File: src/rtl/btn_conditioner_pkg.sv
// Shared types and default constants for the push-button conditioner.
package btn_pkg;

    typedef enum logic [1:0] {
        IDLE         = 2'd0,
        PRESS_WAIT   = 2'd1,
        HELD         = 2'd2,
        RELEASE_WAIT = 2'd3
    } btn_state_t;

    localparam int BTN_RESET   = 0;
    localparam int BTN_ENTER   = 1;
    localparam int BTN_RUN     = 2;
    localparam int BTN_PREV    = 3;
    localparam int BTN_NEXT    = 4;
    localparam int BTN_DISPLAY = 5;

    localparam int         N_BTN_DEF           = 6;
    localparam int         DEBOUNCE_CYCLES_DEF = 1_000_000;
    localparam int         REPEAT_DELAY_DEF    = 50_000_000;
    localparam int         REPEAT_RATE_DEF     = 20_000_000;
    localparam logic [5:0] REPEAT_MASK_DEF     = 6'b011000;

endpackage

File: src/rtl/btn_conditioner_if.sv
// Button bus between the board inputs and the conditioned pulse outputs.
interface btn_conditioner_if #(
    parameter int N_BTN = 6
);
    logic [N_BTN-1:0] btn_raw;
    logic [N_BTN-1:0] btn_level;
    logic [N_BTN-1:0] btn_press;
    logic [N_BTN-1:0] btn_release;
    logic [N_BTN-1:0] btn_repeat;

    modport master (
        output btn_raw,
        input  btn_level, btn_press, btn_release, btn_repeat
    );

    modport slave (
        input  btn_raw,
        output btn_level, btn_press, btn_release, btn_repeat
    );
endinterface

File: src/rtl/btn_conditioner_channel.sv
// One button: two-flop synchroniser, debounce FSM, hold-to-repeat counter.
//   state        | meaning
//   IDLE         | button released and stable
//   PRESS_WAIT   | input high, counting towards accepted press
//   HELD         | press accepted, repeat counter running
//   RELEASE_WAIT | input low, counting towards accepted release
module btn_channel
    import btn_pkg::*;
#(
    parameter int DEBOUNCE_CYCLES = DEBOUNCE_CYCLES_DEF,
    parameter int REPEAT_DELAY    = REPEAT_DELAY_DEF,
    parameter int REPEAT_RATE     = REPEAT_RATE_DEF,
    parameter bit REPEAT_EN       = 1'b0
) (
    input  logic clk,
    input  logic reset,
    input  logic raw,
    output logic level,
    output logic press,
    output logic rel,
    output logic rpt
);
    localparam int CW = $clog2(DEBOUNCE_CYCLES);
    localparam int RW = $clog2(REPEAT_DELAY + 1);
    localparam logic [CW-1:0] CNT_LAST   = CW'(DEBOUNCE_CYCLES - 1);
    localparam logic [RW-1:0] RPT_FIRE   = RW'(REPEAT_DELAY - 1);
    localparam logic [RW-1:0] RPT_RELOAD = RW'(REPEAT_DELAY - REPEAT_RATE);

    logic [1:0]    sync;
    logic          s;
    btn_state_t    state, state_nxt;
    logic [CW-1:0] cnt, cnt_nxt;
    logic [RW-1:0] rcnt, rcnt_nxt;
    logic          press_evt, rel_evt, rpt_evt;
    logic          press_nxt, rel_nxt, rpt_nxt;

    assign s = sync[1];

    always_ff @(posedge clk or posedge reset) begin
        if (reset) begin
            sync      <= 2'b00;
            state     <= IDLE;
            cnt       <= '0;
            rcnt      <= '0;
            press_evt <= 1'b0;
            rel_evt   <= 1'b0;
            rpt_evt   <= 1'b0;
        end else begin
            sync      <= {sync[0], raw};
            state     <= state_nxt;
            cnt       <= cnt_nxt;
            rcnt      <= rcnt_nxt;
            press_evt <= press_nxt;
            rel_evt   <= rel_nxt;
            rpt_evt   <= rpt_nxt;
        end
    end

    always_comb begin
        state_nxt = state;
        cnt_nxt   = cnt;
        rcnt_nxt  = rcnt;
        press_nxt = 1'b0;
        rel_nxt   = 1'b0;
        rpt_nxt   = 1'b0;
        unique case (state)
            IDLE: begin
                if (s) begin
                    state_nxt = PRESS_WAIT;
                    cnt_nxt   = '0;
                end
            end
            PRESS_WAIT: begin
                if (!s) begin
                    state_nxt = IDLE;
                end else if (cnt == CNT_LAST) begin
                    state_nxt = HELD;
                    press_nxt = 1'b1;
                    rcnt_nxt  = '0;
                end else begin
                    cnt_nxt = cnt + 1'b1;
                end
            end
            HELD: begin
                if (!s) begin
                    state_nxt = RELEASE_WAIT;
                    cnt_nxt   = '0;
                end else if (rcnt == RPT_FIRE) begin
                    rpt_nxt  = REPEAT_EN;
                    rcnt_nxt = RPT_RELOAD;
                end else begin
                    rcnt_nxt = rcnt + 1'b1;
                end
            end
            RELEASE_WAIT: begin
                // rcnt is deliberately left alone so a bounce resumes the repeat timing
                if (s) begin
                    state_nxt = HELD;
                end else if (cnt == CNT_LAST) begin
                    state_nxt = IDLE;
                    rel_nxt   = 1'b1;
                end else begin
                    cnt_nxt = cnt + 1'b1;
                end
            end
            default: state_nxt = IDLE;
        endcase
    end

    // Output stage keeps level aligned with the press/release pulses.
    always_ff @(posedge clk or posedge reset) begin
        if (reset) begin
            level <= 1'b0;
            press <= 1'b0;
            rel   <= 1'b0;
            rpt   <= 1'b0;
        end else begin
            level <= (state == HELD) || (state == RELEASE_WAIT);
            press <= press_evt;
            rel   <= rel_evt;
            rpt   <= rpt_evt;
        end
    end
endmodule

File: src/rtl/btn_conditioner.sv
// Conditions the six board push-buttons into level, press, release and repeat strobes.
module btn_conditioner
    import btn_pkg::*;
#(
    parameter int               N_BTN           = N_BTN_DEF,
    parameter int               DEBOUNCE_CYCLES = DEBOUNCE_CYCLES_DEF,
    parameter int               REPEAT_DELAY    = REPEAT_DELAY_DEF,
    parameter int               REPEAT_RATE     = REPEAT_RATE_DEF,
    parameter logic [N_BTN-1:0] REPEAT_MASK     = N_BTN'(REPEAT_MASK_DEF)
) (
    input logic            clk,
    input logic            reset,
    btn_conditioner_if.slave bus
);
    logic [N_BTN-1:0] level_v, press_v, rel_v, rpt_v;

    for (genvar i = 0; i < N_BTN; i++) begin : g_ch
        btn_channel #(
            .DEBOUNCE_CYCLES (DEBOUNCE_CYCLES),
            .REPEAT_DELAY    (REPEAT_DELAY),
            .REPEAT_RATE     (REPEAT_RATE),
            .REPEAT_EN       (REPEAT_MASK[i])
        ) u_ch (
            .clk   (clk),
            .reset (reset),
            .raw   (bus.btn_raw[i]),
            .level (level_v[i]),
            .press (press_v[i]),
            .rel   (rel_v[i]),
            .rpt   (rpt_v[i])
        );
    end

    assign bus.btn_level   = level_v;
    assign bus.btn_press   = press_v;
    assign bus.btn_release = rel_v;
    assign bus.btn_repeat  = rpt_v;
endmodule

File: src/flat_wrapper.sv
// flat-port wrapper written by rule: the top's interface ports become plain ports
module btn_conditioner_flat import btn_pkg::*;
#(
    parameter int               N_BTN           = N_BTN_DEF,
    parameter int               DEBOUNCE_CYCLES = DEBOUNCE_CYCLES_DEF,
    parameter int               REPEAT_DELAY    = REPEAT_DELAY_DEF,
    parameter int               REPEAT_RATE     = REPEAT_RATE_DEF,
    parameter logic [N_BTN-1:0] REPEAT_MASK     = N_BTN'(REPEAT_MASK_DEF)
)
  (clk, reset, bus_btn_raw, bus_btn_level, bus_btn_press, bus_btn_release, bus_btn_repeat);
  btn_conditioner_if #(.N_BTN(N_BTN)) bus_i ();
  input logic clk;
  input logic reset;
  input wire logic [$bits(bus_i.btn_raw)-1:0] bus_btn_raw;
  output wire logic [$bits(bus_i.btn_level)-1:0] bus_btn_level;
  output wire logic [$bits(bus_i.btn_press)-1:0] bus_btn_press;
  output wire logic [$bits(bus_i.btn_release)-1:0] bus_btn_release;
  output wire logic [$bits(bus_i.btn_repeat)-1:0] bus_btn_repeat;
  assign bus_i.btn_raw = bus_btn_raw;
  assign bus_btn_level = bus_i.btn_level;
  assign bus_btn_press = bus_i.btn_press;
  assign bus_btn_release = bus_i.btn_release;
  assign bus_btn_repeat = bus_i.btn_repeat;
  btn_conditioner #(.N_BTN(N_BTN), .DEBOUNCE_CYCLES(DEBOUNCE_CYCLES), .REPEAT_DELAY(REPEAT_DELAY), .REPEAT_RATE(REPEAT_RATE), .REPEAT_MASK(REPEAT_MASK)) u_core (.clk(clk), .reset(reset), .bus(bus_i));
endmodule
File: config.mk
export PLATFORM = sky130hd
export DESIGN_NAME = btn_conditioner_flat
export DESIGN_NICKNAME = d
export VERILOG_FILES = /design/src/rtl/btn_conditioner_pkg.sv /design/src/rtl/btn_conditioner_if.sv /design/src/rtl/btn_conditioner_channel.sv /design/src/rtl/btn_conditioner.sv /design/src/flat_wrapper.sv
export SDC_FILE = /design/constraint.sdc
export NUM_CORES = 1
export LEC_CHECK = 0
export CAP_MARGIN = 20
export CELL_PAD_IN_SITES_DETAIL_PLACEMENT = 0
export CELL_PAD_IN_SITES_GLOBAL_PLACEMENT = 1
export CORE_AREA = 2 2 157 159
export CTS_BUF_LIST = sky130_fd_sc_hd__clkbuf_16
export DETAILED_ROUTE_END_ITERATION = 7
export DIE_AREA = 0 0 159 161
export DONT_BUFFER_PORTS = 1
export PLACE_DENSITY_LB_ADDON = 0.1
export SLEW_MARGIN = 30
export SYNTH_ARGS = -nofsm -noshare
export SYNTH_HDL_FRONTEND = slang
export SYNTH_HIERARCHICAL = 1
export SYNTH_SLANG_ARGS = --single-unit
File: constraint.sdc
create_clock -name clk -period 3.1 [get_ports clk]
set_input_delay 0 -clock clk [delete_from_list [all_inputs] [get_ports clk]]
set_output_delay 0 -clock clk [all_outputs]
set_load 0.05 [all_outputs]
==> impl_metrics.csv, run 1 <==
group,metric,value,unit
worst_setup_path,path_class,"reg2reg",
yosys,syn_nets,1246,
worst_setup_path,path_cells,"ha_1 > nand2_1 > nor4_4 > a31oi_4 > or4_1 > a21oi_1",
sta,slew_violations,0,
global_routing,grt_pass1_wl,44400,um
sta,worst_slew_pin_slew,0.961,ns
drt,wirelength,25400,um
cts,cts_tree,"done",
sta,setup_viol,0,
floorplanning,core,24000,um2
yosys,yosys.area.top_type,"dfrtp_1",
finish,fillers,2209,
cts,post_cts_buffers,0,
placed_design,dpl_worst_slack,0.606,ns
global_routing,grt_util_all_layers,20.1,%
yosys,ys_async_sr_fraction,100,%
global_routing,grt_pass1_vias,9056,
drt,via_per_inst,5.84,
yosys,yosysMostFrequentCell,"dfrtp_1",
finish,layout.nets,1238,
worst_setup_path,cp.required,3.55,ns
floorplanning,die_x,159,um
finish,multi_input_area,5850,um2
global_routing,grt_antenna_before_repair,0,
sta,hold_viol,0,
cts,holdBufCountCts,7,
finish,postLayoutCoreUtil,55.1,%
worst_setup_path,path_buf_inv,0,
cts,insertion_delay,0.52,ns
sta,rsz0062_at_grt,"no",
yosys,yosysWarningCount,6,
yosys,synth_area_leaders,"dfrtp_1 48%, nor2_1 3.7%, nand3_1 3.6%",
drt,drt_iter0_markers,553,
placed_design,port_buffers,0,
finish,drive_above_1_share,10.2,%
yosys,synth_edf_count,0,
sta,max_freq,397,MHz
yosys,synth_common_cells,"230 x dfrtp_1, 118 x nor2_1, 97 x nand2_1",
global_routing,grt_max_degree,51,
cts,cts_sinks,230,
floorplanning,die_h,161,um
floorplanning,pin_count,32,
sta,post-route-period-util,81.2,%
sta,period_needed,2.52,ns
yosys,syn_inst,1230,
run,drv_cap,0,
drt,first_pass_iters,6,
floorplanning,start_util,50.2,%
worst_setup_path,crit_slowest_cell,"or4_1",
drt,drc,0,
cts,clk_path_buf_depth,3,
sta,setup_ws,0.581,ns
pwr,leakagePower,0.00564,uW
worst_setup_path,cpPeakStageDelay,0.59,ns
pwr,power_density,497,nW/um2
worst_setup_path,crit_fanout,28,
yosys,synth_cell_types,80,
cts,numCtsBuffers,26,
sta,final.setup_skew,0.00748,ns
yosys,ys_seq_area_share,47.9,%
cts,root_buffer,"clkbuf_16",
drt,wl_per_cell,16.2,um
yosys,ys_ff_latch,230,
yosys,synth_area,12000,um2
worst_setup_path,cp_top_family,"simple AND/OR/NAND/NOR gates",
placed_design,gp_congestion,0.803,
cts,path_clk_slew,0.06,ns
pwr,vdd_drop_max,0.379,mV
placed_design,hpwl,17000,um
cts,cts_resized,0,
yosys,postSynthAreaPerCell,9.78,um2
worst_setup_path,endpoint_kind,"flip-flop",
finish,final-seq-area,5760,um2
finish,antenna_cells,0,
yosys,synth_ff_type,"dfrtp_1",
sta,max_slew_margin,35.7,%
yosys,synth_top_area_share,47.9,%
floorplanning,rows,57,
sta,final.setup.tns,0,ns
cts,h-tree-depth,1,
floorplanning,dieArea,25600,um2
worst_setup_path,critPathArrivalTime,2.96,ns
worst_setup_path,start_kind,"flip-flop",
min_path,hold_path_class,"in2reg",
drt,postRouteAntennaNets,0,
finish,area_delta_synth_final,9.79,%
pwr,power.total,6560,uW
drt,vias,9140,
status,outcome,"finished clean",
global_routing,grt-ovfl-total,0,
## kinds of logic (layout without fill, tap and decap cells)
kind of cell	count (synthesis)	in the layout	synth area share, %
and+or+nand+nor	591	591	28.9
muxes	15	15	1.34
DFF	230	230	47.9
AOI/OAI and AO/OA	210	210	11.8
buffers and inverters	97	109	3.68
xor gates and xnor gates	75	75	5.46
other	4	4	0.125
adders and majority gates	8	8	0.832
## worst paths after layout
path	start	endpoint	slack [ns]	cells past startpoint
max	u_core/g_ch[3].u_ch/cnt[0]$_DFFE_PP0P_	u_core/g_ch[3].u_ch/rcnt[11]$_DFFE_PP0P_	0.58	6
min	bus_btn_raw[3]	u_core/g_ch[3].u_ch/sync[0]$_DFF_PP0_	0.04	1
max reg2reg	u_core/g_ch[3].u_ch/cnt[0]$_DFFE_PP0P_	u_core/g_ch[3].u_ch/rcnt[11]$_DFFE_PP0P_	0.58	6
min reg2reg	u_core/g_ch[5].u_ch/sync[0]$_DFF_PP0_	u_core/g_ch[5].u_ch/sync[1]$_DFF_PP0_	0.35	0
max in group asynchronous	reset	u_core/g_ch[3].u_ch/sync[0]$_DFF_PP0_	1.94	3
min in group asynchronous	reset	u_core/g_ch[5].u_ch/cnt[2]$_DFFE_PP0P_	0.26	2
## worst reg2reg max path: stages (launching register included)
cell     delay [ns]
dfrtp_1        0.45
ha_1           0.30
nand2_1        0.17
nor4_4         0.41
a31oi_4        0.35
or4_1          0.59
a21oi_1        0.16
## final cells by class
type | count | area share, %
Multi-Input combinational cell | 903 | 44.3
Sequential cell | 230 | 43.6
Clock buffer | 27 | 5.12
Tap cell | 324 | 3.07
Clock inverter | 21 | 1.47
Timing Repair Buffer | 21 | 1.33
Inverter | 40 | 1.16
## registers in the layout, indices dropped and copies added, names as in the netlist, named ones only
signal / cells
u_core/g_ch.u_ch/sync: 12
u_core/g_ch.u_ch/rcnt: 52
u_core/g_ch.u_ch/rpt_evt: 2
u_core/g_ch.u_ch/rel_evt: 6
u_core/g_ch.u_ch/rpt: 2
u_core/g_ch.u_ch/cnt: 120
u_core/g_ch.u_ch/press_evt: 6
u_core/g_ch.u_ch/state: 6
u_core/g_ch.u_ch/rel: 6
u_core/g_ch.u_ch/press: 6
u_core/g_ch.u_ch/level: 6
## layout by cell type, fill, tap and decap left out, types with 32 or more instances in the layout
| cell type | instances |
|---|---|
| xor2_1 | 46 |
| a21oi_1 | 49 |
| inv_1 | 34 |
| dfrtp_1 | 230 |
| nor3_1 | 32 |
| or3_1 | 35 |
| nor2_1 | 114 |
| nand4_1 | 50 |
| o21ai_0 | 32 |
| nand2_1 | 97 |
| nand3_1 | 86 |
## layer usage
layer  track usage (%)  wire length, um  vias up
met4              4.13              462        0
li1                  -                -     4521
met5                 0                0        -
met1              29.3            12600     4447
met2              32.5            11500      141
met3              2.77              847       31
## per-stage QoR
stage / instance area [um2] / std cells / hold slack (ns)
finish: 13200 / 1566 / 0.0360
global route: 13200 / 1566 / 0.0223
CTS: 13200 / 1566 / 0.0143
detailed placement: 12300 / 1511 / -0.0700
global placement: 12300 / 1511 / -0.0728
floorplan: 12000 / 1230 / 0.0314
## power by group
part	total, uW	switching (uW)	internal, uW	leakage [uW]
Combinational	268	179	88.8	0.00206
Sequential	3160	97.5	3070	0.00316
Clock	3130	1230	1900	0.000426
Total	6560	1500	5050	0.00564
Note: power is estimated with default switching activity, not from simulation.
==> inputs of run 2 (changes only) <==
Settings changed: CORE_AREA 2 2 157 159 to 2 2 165 167, DIE_AREA 0 0 159 161 to 0 0 167 169.
Clock period 3.1 ns to 2.19 ns, I/O delays scaled along.
==> impl_metrics.csv, run 2 (same netlist as run 1, synthesis figures left out) <==
group,metric,value,unit
status,outcome,"finished clean",
pwr,vdd_drop_max,0.677,mV
drt,drt_iter0_markers,506,
cts,cts_sinks,230,
floorplanning,die_x,167,um
finish,fin_area,14000,um2
worst_setup_path,path_class,"reg2reg",
global_routing,grt_pass1_vias,9477,
finish,final_cell_mix,"230 x dfrtp_1, 117 x nor2_1, 99 x buf_4, 96 x nand2_1, 86 x nand3_1",
finish,stdcell_count,1670,
worst_setup_path,crit_fanout,7,
global_routing,met2_usage,33.2,%
worst_setup_path,crit_slowest_cell,"or4b_4",
sta,final.setup.tns,0,ns
sta,max_slew_margin,37.7,%
floorplanning,die_h,169,um
cts,cts_tree,"done",
worst_setup_path,start_kind,"flip-flop",
drt,via_per_inst,5.70,
placed_design,hpwl,18900,um
finish,final-seq-area,5760,um2
sta,max_freq,475,MHz
finish,biggestRegsByFlops,"u_core/g_ch.u_ch/cnt (120), u_core/g_ch.u_ch/rcnt (52), u_core/g_ch.u_ch/sync (12)",
global_routing,grt_max_degree,30,
cts,clk_path_buf_depth,3,
cts,h-tree-depth,1,
cts,path_clk_slew,0.06,ns
floorplanning,start_util,45.4,%
floorplanning,dieArea,28200,um2
worst_setup_path,cp.required,2.65,ns
sta,setup_viol,0,
sta,worst_slew_pin_slew,0.931,ns
finish,largest_register_ffs,120,
drt,first_pass_iters,5,
cts,numCtsBuffers,26,
floorplanning,pin_count,32,
global_routing,use_met1,27.6,%
sta,rsz0062_at_grt,"no",
sta,period_needed,2.11,ns
worst_setup_path,critPathArrivalTime,2.56,ns
finish,fillers,2374,
pwr,power.total,9240,uW
worst_setup_path,path_cells,"or4b_4 > nor2_4 > a31oi_2 > or4_1 > a21oi_1",
cts,insertion_delay,0.53,ns
pwr,leakagePower,0.00610,uW
placed_design,gp_congestion,0.801,
placed_design,port_buffers,0,
drt,vias,9520,
finish,multi_input_area,5940,um2
min_path,hold_path_class,"in2reg",
global_routing,grt_pass1_wl,47400,um
sta,final.setup_skew,0.0169,ns
sta,slew_violations,0,
drt,wl_per_cell,16.7,um
global_routing,grt_antenna_before_repair,0,
finish,postLayoutCoreUtil,52.7,%
finish,layout.nets,1327,
finish,mostFrequentLayoutCell,"dfrtp_1",
finish,drive_above_1_share,16.6,%
finish,area_delta_synth_final,16.1,%
pwr,power_density,662,nW/um2
global_routing,grt_use_met3,2.50,%
run,drv_cap,0,
global_routing,busiest_layer,"met2",
sta,post-route-period-util,96.1,%
drt,drc,0,
floorplanning,core,26500,um2
placed_design,dpl_cell_area,12900,um2
cts,root_buffer,"clkbuf_16",
drt,wirelength,27800,um
global_routing,grt_util_all_layers,19.8,%
worst_setup_path,endpoint_kind,"flip-flop",
drt,postRouteAntennaNets,0,
floorplanning,rows,60,
placed_design,placed_cells,1610,
finish,top_register,"u_core/g_ch.u_ch/cnt",
finish,antenna_cells,0,
global_routing,grt-ovfl-total,0,
sta,hold_viol,0,
worst_setup_path,cpPeakStageDelay,0.56,ns
run 2: cell count changes in the layout (fill, tap and decap cells not counted), sizes merged:
| cell | delta |
|---|---|
| buf | +86 |
| clkinv | -9 |
| inv | +5 |
| clkinvlp | +3 |
| o21a | +2 |
| a31oi | +1 |
| bufinv | -1 |
run 2: worst max-delay path: cells and delay by family, from the launching register on:
family | cells | cell delay [ns]
AO/OA/AOI/OAI | 2 | 0.37
AND/OR/NAND/NOR | 3 | 1.29
flip-flops | 1 | 0.37
run 2: final timing paths:
path / startpoint / endpoint / slack (ns) / depth (start not counted)
max in group asynchronous: reset / u_core/g_ch[0].u_ch/cnt[11]$_DFFE_PP0P_ / 1.25 / 3
worst max register to register: u_core/g_ch[3].u_ch/cnt[10]$_DFFE_PP0P_ / u_core/g_ch[3].u_ch/rcnt[10]$_DFFE_PP0P_ / 0.08 / 5
worst min register to register: u_core/g_ch[3].u_ch/rpt_evt$_DFF_PP0_ / u_core/g_ch[3].u_ch/rpt$_DFF_PP0_ / 0.35 / 0
worst max-delay path: u_core/g_ch[3].u_ch/cnt[10]$_DFFE_PP0P_ / u_core/g_ch[3].u_ch/rcnt[10]$_DFFE_PP0P_ / 0.08 / 5
worst min-delay path: bus_btn_raw[5] / u_core/g_ch[5].u_ch/sync[0]$_DFF_PP0_ / 0.02 / 1
min in group asynchronous: reset / u_core/g_ch[3].u_ch/rcnt[5]$_DFFE_PP0P_ / 0.21 / 2
run 2: metal layers:
layer  routed length [um]  up-vias
li1                     -     4683
met1                13600     4682
met2                13000      125
met3                  808       30
met4                  483        0
met5                    0        -
run 2: what timing repair did:
action / CTS / global route
resized for setup: 2 / 11
hold buffers: 7 / 0
cloned: 1 / 2
endpoints found under the setup margin: 12 / 37
pin swaps: 1 / 3
hold endpoints to repair: 236 / 0
buffers inserted: 0 / 4
run 2: final cells by class:
cell class / count / share of cell area, %
Clock inverter: 19 / 1.25
Inverter: 40 / 1.08
Clock buffer: 27 / 4.84
Multi-Input combinational cell: 906 / 42.6
Tap cell: 341 / 3.06
Timing Repair Buffer: 107 / 5.97
Sequential cell: 230 / 41.2
run 2: metrics by stage:
stage	hold slack, ns	worst slack, ns
floorplan	0.0314	0.0481
global placement	-0.0804	0.0471
detailed placement	-0.0732	-0.00138
CTS	0.00201	0.0376
global route	0.00638	0.00117
finish	0.0217	0.0844
run 2: power by group:
group          switching (uW)  internal (uW)  total [uW]
Combinational             307            171         479
Sequential                102           4340        4440
Clock                    1740           2580        4320
Total                    2150           7090        9240
==> inputs of run 3 (changes only) <==
Clock period 2.19 ns to 1.7 ns, I/O delays scaled along.
==> impl_metrics.csv, run 3 (same netlist as run 1, synthesis figures left out) <==
group,metric,value,unit
floorplanning,die_x,167,um
worst_setup_path,crit_fanout,5,
worst_setup_path,path_class,"reg2reg",
sta,period_needed,2.02,ns
sta,final.setup.tns,-20.84,ns
sta,whs,0.0234,ns
drt,postRouteAntennaNets,0,
worst_setup_path,critPathArrivalTime,2.48,ns
worst_setup_path,r2r_slack,-0.32,ns
min_path,hold_path.startpoint,"bus_btn_raw[5]",
worst_setup_path,path_buf_inv,1,
finish,final_cell_mix,"294 x buf_4, 218 x dfrtp_1, 107 x nor2_1, 83 x nand2_1, 72 x nand3_1",
sta,max_slew_margin,64.4,%
floorplanning,core,26500,um2
placed_design,hpwl,20900,um
drt,first_pass_iters,5,
pwr,cell_internal_pwr,9120,uW
pwr,power_density,704,nW/um2
pwr,power.total,12000,uW
pwr,vdd_drop_max,0.844,mV
global_routing,grt_pass1_wl,53200,um
worst_setup_path,cpPeakStageDelay,0.56,ns
min_path,hold_path_class,"in2reg",
finish,biggestRegsByFlops,"u_core/g_ch.u_ch/cnt (120), u_core/g_ch.u_ch/rcnt (52), u_core/g_ch.u_ch/sync (12)",
global_routing,grt-ovfl-total,0,
finish,layout.nets,1573,
min_path,whs_endpoint,"u_core/g_ch[5].u_ch/sync[0]$_DFF_PP0_",
sta,slew_violations,0,
finish,largest_register_ffs,120,
finish,top_register,"u_core/g_ch.u_ch/cnt",
global_routing,grt_max_degree,58,
drt,wl_per_cell,16.5,um
cts,insertion_delay,0.54,ns
sta,final.setup_skew,0.00931,ns
floorplanning,pin_count,32,
floorplanning,dieArea,28200,um2
drt,vias,10700,
worst_setup_path,endpoint_kind,"flip-flop",
drt,wirelength,31600,um
drt,drt_iter0_markers,585,
sta,max_freq,495,MHz
status,outcome,"complete, but fails checks",
worst_setup_path,crit_cells,6,
status,violations,"setup timing",
cts,h-tree-depth,1,
cts,cts_sinks,230,
pwr,p_comb_share,7.0,%
cts,root_buffer,"clkbuf_16",
floorplanning,die_h,169,um
worst_setup_path,reg2reg_from,"u_core/g_ch[3].u_ch/cnt[8]$_DFFE_PP0P_",
finish,mostFrequentLayoutCell,"buf_4",
placed_design,port_buffers,0,
sta,hold_viol,0,
min_path,worstHoldPathCells,1,
sta,worst_slew_pin_slew,0.532,ns
sta,setup_ws,-0.319,ns
sta,post-route-period-util,119,%
run,drv_cap,0,
floorplanning,start_util,45.4,%
global_routing,grt_util_all_layers,22.4,%
cts,numCtsBuffers,27,
cts,cts_tree,"done",
pwr,clkPwrFrac,45.2,%
global_routing,grt_antenna_before_repair,1,
finish,antenna_cells,0,
worst_setup_path,path_cells,"or4b_4 > nor2_4 > a31oi_4 > buf_4 > or3_1 > a21oi_2",
pwr,power_switching_share,24.2,%
sta,rsz0062_at_grt,"yes",
cts,clk_path_buf_depth,3,
worst_setup_path,cp_top_family,"simple AND/OR/NAND/NOR gates",
worst_setup_path,start_kind,"flip-flop",
worst_setup_path,cp.required,2.16,ns
cts,path_clk_slew,0.06,ns
drt,via_per_inst,5.59,
sta,setup_viol,120,
worst_setup_path,crit_slowest_cell,"or4b_4",
pwr,p_seq_share,47.8,%
worst_setup_path,r2r_end,"u_core/g_ch[3].u_ch/rcnt[25]$_DFFE_PP0P_",
finish,drive_above_1_share,40.3,%
finish,area_delta_synth_final,42.1,%
pwr,leakagePower,0.00781,uW
placed_design,gp_congestion,0.827,
drt,drc,0,
pwr,switchingPower,2900,uW
global_routing,grt_pass1_vias,10900,
worst_setup_path,worst-r2r-cell-count,6,
floorplanning,rows,60,
[run 3: cell types whose count changed in the layout (fill, tap and decap cells not counted), sizes merged]
cell | previous run | this run
dlygate4sd3 | 7 | 8
clkinvlp | 4 | 1
buf | 100 | 343
a31oi | 7 | 8
clkinv | 8 | 13
inv | 44 | 45
bufinv | 3 | 2
[run 3: through the flow]
step,setup WS (ns),util [%],cells,area (um2)
finish,-0.319,64.5,1917,17100
global route,-0.393,64.5,1917,17100
CTS,-0.309,62.1,1900,16500
detailed placement,-0.304,56.0,1823,14800
global placement,-0.269,56.0,1823,14800
floorplan,-0.259,-,1230,12400
[run 3: how the worst max path moves through the flow]
stage / from / end / slack [ns]
after floorplan: u_core/g_ch[3].u_ch/cnt[10]$_DFFE_PP0P_ / u_core/g_ch[3].u_ch/rcnt[12]$_DFFE_PP0P_ / -0.26
after global placement: u_core/g_ch[4].u_ch/cnt[8]$_DFFE_PP0P_ / u_core/g_ch[4].u_ch/rcnt[25]$_DFFE_PP0P_ / -0.27
after detailed placement: u_core/g_ch[4].u_ch/cnt[8]$_DFFE_PP0P_ / u_core/g_ch[4].u_ch/rcnt[18]$_DFFE_PP0P_ / -0.30
after CTS: u_core/g_ch[3].u_ch/cnt[8]$_DFFE_PP0P_ / u_core/g_ch[3].u_ch/rcnt[21]$_DFFE_PP0P_ / -0.31
after global routing: u_core/g_ch[3].u_ch/cnt[8]$_DFFE_PP0P_ / u_core/g_ch[3].u_ch/rcnt[25]$_DFFE_PP0P_ / -0.39
final: u_core/g_ch[3].u_ch/cnt[8]$_DFFE_PP0P_ / u_core/g_ch[3].u_ch/rcnt[25]$_DFFE_PP0P_ / -0.32
[run 3: area by class of cell]
| type | count | area (um2) |
|---|---|---|
| Clock buffer | 27 | 676 |
| Clock inverter | 21 | 144 |
| Fill cell | 2191 | 9410 |
| Inverter | 40 | 154 |
| Multi-Input combinational cell | 907 | 7040 |
| Sequential cell | 230 | 5770 |
| Tap cell | 341 | 427 |
| Timing Repair Buffer | 351 | 2880 |
[run 3: per-layer routing]
layer | GRT usage (%) | vias up | part of all wire (%)
met2 | 38.2 | 151 | 49
met5 | 0 | - | 0.041
met1 | 29.7 | 5309 | 45
met4 | 6.45 | 2 | 2.2
li1 | - | 5189 | -
met3 | 3.41 | 56 | 3.1
[run 3: worst register-to-register path: cells and delay by family, from the launching register on]
kind,cells,cell delay [ns]
buffers and inverters,1,0.17
flip-flops,1,0.38
AND/OR/NAND/NOR,3,1.09
AO/OA/AOI/OAI,2,0.30
[run 3: power groups by stage]
stage / combinational, uW / clock (uW) / sequential (uW)
4_1_cts: 803 / 5610 / 5730
2_1_floorplan: 436 / 0 / 5830
3_5_place_dp: 751 / 0 / 5830
5_1_grt: 941 / 5790 / 5760
6_report: 844 / 5430 / 5750
3_3_place_gp: 742 / 0 / 5820
[run 3: timing repair]
action                                  4_1_cts  5_1_grt
hold endpoints to repair                    236        0
pin swaps                                    72       52
setup buffers                                22       18
gates resized for setup                     128      102
gates cloned                                  3        1
hold buffers                                  8        0
endpoints found under the setup margin      131      154
